File: config.mk
export PLATFORM = sky130hd
export DESIGN_NAME = alu_stage
export DESIGN_NICKNAME = d
export VERILOG_FILES = /design/src/rtl/alu_stage.sv
export SDC_FILE = /design/constraint.sdc
export NUM_CORES = 1
export LEC_CHECK = 0
export CAP_MARGIN = 15
export CELL_PAD_IN_SITES_DETAIL_PLACEMENT = 1
export CELL_PAD_IN_SITES_GLOBAL_PLACEMENT = 1
export CORE_MARGIN = 2
export CORE_UTILIZATION = 41
export DETAILED_ROUTE_END_ITERATION = 7
export PLACE_DENSITY = 0.92
export SYNTH_ARGS = -nofsm -noshare
export SYNTH_HDL_FRONTEND = slang
export SYNTH_SLANG_ARGS = --single-unit
File: constraint.sdc
create_clock -name clk -period 2.4 [get_ports clk]
set_input_delay 0.48 -clock clk [delete_from_list [all_inputs] [get_ports clk]]
set_output_delay 0.48 -clock clk [all_outputs]
set_load 0.01 [all_outputs]
File: src/rtl/alu_stage.sv
// Single-stage ALU with a valid/ready handshake on both sides.
// Results pass through a two-entry skid buffer: main register drives the outputs, skid absorbs one stall.
module alu_stage #(
    parameter int unsigned D_W = 16
) (
    input  logic           clk,
    input  logic           rstn,
    input  logic           vld_s,
    output logic           rdy_s,
    input  logic [D_W-1:0] x_s,
    input  logic [D_W-1:0] y_s,
    input  logic           zx_s,
    input  logic           nx_s,
    input  logic           zy_s,
    input  logic           ny_s,
    input  logic           f_s,
    input  logic           no_s,
    input  logic [2:0]     j_s,
    input  logic [2:0]     d_s,
    output logic           vld_m,
    input  logic           rdy_m,
    output logic [D_W-1:0] out_m,
    output logic           zr_m,
    output logic           ng_m,
    output logic           jmp_m,
    output logic [2:0]     dst_m
);

    localparam int unsigned E_W = D_W + 6;

    typedef enum logic [1:0] {EMPTY, ONE, FULL} state_t;

    state_t         state, state_nxt;
    logic           rdy_q, vld_q;
    logic [D_W-1:0] x1, x2, y1, y2, o, res;
    logic           res_zr, res_ng, res_jmp;
    logic [E_W-1:0] new_e, main_q, skid_q;
    logic           up, dn;
    logic           load_main_new, load_main_skid, load_skid;

    always_comb begin
        x1      = zx_s ? '0 : x_s;
        x2      = nx_s ? ~x1 : x1;
        y1      = zy_s ? '0 : y_s;
        y2      = ny_s ? ~y1 : y1;
        o       = f_s ? (x2 + y2) : (x2 & y2);
        res     = no_s ? ~o : o;
        res_zr  = (res == '0);
        res_ng  = res[D_W-1];
        // j_s = {lt, eq, gt}
        res_jmp = (j_s[2] & res_ng) | (j_s[1] & res_zr) | (j_s[0] & ~res_ng & ~res_zr);
        new_e   = {res, res_zr, res_ng, res_jmp, d_s};
    end

    assign up = vld_s & rdy_q;
    assign dn = vld_q & rdy_m;

    always_comb begin
        state_nxt      = state;
        load_main_new  = 1'b0;
        load_main_skid = 1'b0;
        load_skid      = 1'b0;
        unique case (state)
            EMPTY: begin
                if (up) begin
                    load_main_new = 1'b1;
                    state_nxt     = ONE;
                end
            end
            ONE: begin
                if (up && dn) begin
                    load_main_new = 1'b1;
                end else if (up) begin
                    load_skid = 1'b1;
                    state_nxt = FULL;
                end else if (dn) begin
                    state_nxt = EMPTY;
                end
            end
            FULL: begin
                if (dn) begin
                    load_main_skid = 1'b1;
                    state_nxt      = ONE;
                end
            end
            default: state_nxt = EMPTY;
        endcase
    end

    // Handshake flags are registered from the next state so they never depend combinationally on rdy_m.
    always_ff @(posedge clk or negedge rstn) begin
        if (!rstn) begin
            state <= EMPTY;
            rdy_q <= 1'b1;
            vld_q <= 1'b0;
        end else begin
            state <= state_nxt;
            rdy_q <= (state_nxt != FULL);
            vld_q <= (state_nxt != EMPTY);
        end
    end

    always_ff @(posedge clk or negedge rstn) begin
        if (!rstn) begin
            main_q <= '0;
            skid_q <= '0;
        end else begin
            if (load_main_new) begin
                main_q <= new_e;
            end else if (load_main_skid) begin
                main_q <= skid_q;
            end
            if (load_skid) begin
                skid_q <= new_e;
            end
        end
    end

    assign {out_m, zr_m, ng_m, jmp_m, dst_m} = main_q;
    assign vld_m = vld_q;
    assign rdy_s = rdy_q;

endmodule

==> impl_metrics.tcl <==
set metrics [dict create \
    critPathLaunchType "input pin" \
    grt.total_usage_pct 30.6 \
    synthMuxAreaShare_pct 8.74 \
    grt_max_degree 41 \
    nets 764 \
    final.setup.tns_ns -18.53 \
    yosysSeqAreaShare_pct 26.6 \
    crit_fanout 12 \
    setup_viol 30 \
    final_common_cell "buf_4" \
    dieArea_sq_um 11400 \
    reg2reg_to "main_q[12]$_DFFE_PN0P_" \
    finish.utilization_pct 70.0 \
    final_cells 836 \
    path_buf_inv 2 \
    slew_violations 0 \
    relSlewSlack_pct 68.3 \
    drc 0 \
    p_per_area_nw_per_um2 814 \
    hold_violations 0 \
    layout-drive-gt1-share_pct 42.4 \
    min_period_ns 3.85 \
    portBuffers 71 \
    outcome "complete, but fails checks" \
    drt-total-wl_mm 22.4 \
    critical_path_class "in2reg" \
    synth-main-ff-cell "dfrtp_1" \
    clock-root-buffer "clkbuf_8" \
    fp.dieH_microns 107 \
    syn_inst 516 \
    ys_async_sr_fraction_pct 100 \
    place_ws_ns -1.94 \
    die_w_microns 107 \
    ant_nets 0 \
    avgRoutedWirePerCell_microns 26.8 \
    vias 5300 \
    start_util_pct 42.2 \
    r2r_setup_slack_ns 0.59 \
    syn_avg_cell_area_sq_um 8.41 \
    vias_per_cell 6.34 \
    cp-end-kind "flop" \
    cts_tree "done" \
    r2r-start "state[1]$_DFF_PN0_" \
    rsz0062_at_grt "true" \
    num_rows 37 \
    synth_edf_count 0 \
    cp_cell_sequence "buf_6 > buf_6 > nand2b_4 > xnor2_2 > ha_4 > a21oi_1 > a21boi_2 > a211o_1 > a22oi_2 > or4_4 > or2_4 > o41a_1 > o31ai_2" \
    critical_path_depth 13 \
    firstDrtPassIters 5 \
    slowest_stage "or4_4" \
    fin_crit_sh_pct 160 \
    cts.sinks 46 \
    post_synth_and_or_nand_nor_area_fraction_pct 26.1 \
    grt_pass1_wl_mm 27.6 \
    crit_required_ns 2.60 \
    cpLargestDelayFamily "compound AO/OA/AOI/OAI gates" \
    ys_types 68 \
    drt_iter0_markers 382 \
    max_stage_delay_ns 0.54 \
    drv_cap 0 \
    p_leak_nw 3.16 \
    dpl.cell_count 787 \
    grt_pass1_vias 5575 \
    cts-htree-levels 2 \
    clk_pin_slew_worst_paths_ns 0.08 \
    ios 72 \
    synth_top_family_by_area "simple AND/OR/NAND/NOR gates" \
    path_common_cell "buf_6" \
    ctsLongestPathBuffers 2 \
    yosys_warnings 0 \
    ys_ff_latch 46 \
    rr_worst_depth 5 \
    antennaDiodeCount 0 \
    synth_fa_ha_area_share_pct 5.08 \
    max_freq_mhz 260 \
    clk_latency_ns 0.31 \
    worstPathArrival_ns 4.05 \
    finalWorstSetupSlack_ns -1.45 \
    coreArea_sq_um 10300 \
    violations "setup timing" \
    fin_skew_ns 0.00916 \
    final_cell_mix "buf_4, dfrtp_1, nand2_1, clkdlybuf4s50_1, nand2b_1" \
    hold_class "in2async" \
    irDropWorstVdd_mv 0.730 \
    antenna_found_initial 0 \
    cts_made_buffers 5 \
    grt_overflow 0 \
    tightest_slew_ns 0.473 \
    gp_congestion 0.875 \
    post-dp-hpwl_mm 12.1 \
    syn_nets 581 \
    syn_area_sq_um 4340 \
    synth_compound_area_share_pct 20.0 \
    synth-xor-area-share_pct 8.68 \
    area_growth_pct 65.9 \
]
## how the worst max path moves through the flow
stage | start | endpoint | slack (ns)
5_1_grt | zx_s | skid_q[3]$_DFFE_PN0P_ | -1.47
6_report | zx_s | skid_q[3]$_DFFE_PN0P_ | -1.45
2_1_floorplan | ny_s | main_q[5]$_DFFE_PN0P_ | -1.13
3_5_place_dp | zx_s | main_q[5]$_DFFE_PN0P_ | -1.94
4_1_cts | zy_s | skid_q[3]$_DFFE_PN0P_ | -1.16
3_3_place_gp | zx_s | skid_q[3]$_DFFE_PN0P_ | -1.70
## logic make-up (layout without fill, tap and decap cells)
group,after synthesis,in the layout
XOR/XNOR,43,43
flip-flops,46,46
AO/OA/AOI/OAI,121,121
buffers and inverters,46,230
AND/OR/NAND/NOR,207,207
multiplexers,36,36
adder cells (fa/ha/maj),17,17
## cell usage after synthesis, types with 5 or more instances
cell	count	area share, %
nand2b_1	48	6.9
nand2_1	46	4.0
dfrtp_1	45	26
xnor2_1	41	8.3
o21ai_0	27	3.1
nor2_1	26	2.2
a21oi_1	21	2.4
mux2i_1	21	4.8
clkbuf_1	18	1.6
ha_1	16	4.6
mux2_2	15	3.9
nand3_1	15	1.7
nor3_1	15	1.7
buf_2	14	1.6
o211ai_1	13	2.2
and2_1	11	1.6
a211oi_1	9	1.6
inv_1	7	0.61
nor2b_1	7	1.0
nor3b_1	6	1.0
nand3b_1	5	0.87
o21a_1	5	0.87
or3_1	5	0.72
## power breakdown
| group | switching, mW | internal [mW] |
|---|---|---|
| combinational | 1.96 | 1.92 |
| clock | 0.257 | 0.312 |
| sequential | 0.256 | 1.16 |
## registers in the layout (all words and copies together) (netlist names)
register  count
main_q       21
skid_q       21
state         2
rdy_s         1
vld_m         1
## layer usage
layer	vias up	part of all wire (%)	track usage, %
li1	2213	-	-
met1	2574	34	31.4
met2	341	51	60.5
met3	172	5.8	4.19
met4	0	8.7	14.0
met5	-	0	0
## cell type report
cell class              count  area [sq um]
multi-input cells         424          3870
inverters                   7          26.3
flip-flops and latches     46          1150
repair buffers            215          1870
fillers                  1114          3080
well taps                 136           170
clock inverters             1          30.0
clock buffers               7          76.3
## metrics by stage
stage / total power [mW] / area, sq um / hold slack (ns)
after floorplan: 2.99 / 4630 / 0.184
after global placement: 4.04 / 6010 / 0.353
after detailed placement: 4.31 / 6010 / 0.366
after CTS: 5.23 / 6670 / 0.0374
after global routing: 6.09 / 7200 / 0.0349
final: 5.86 / 7200 / 0.0287
## what timing repair did
item,CTS,global route
gates resized for setup,134,77
pin swaps,71,58
endpoints found under the setup margin,33,30
hold buffers,0,0
buffers inserted,24,27
No activity file was read; power rests on OpenSTA's default activity.
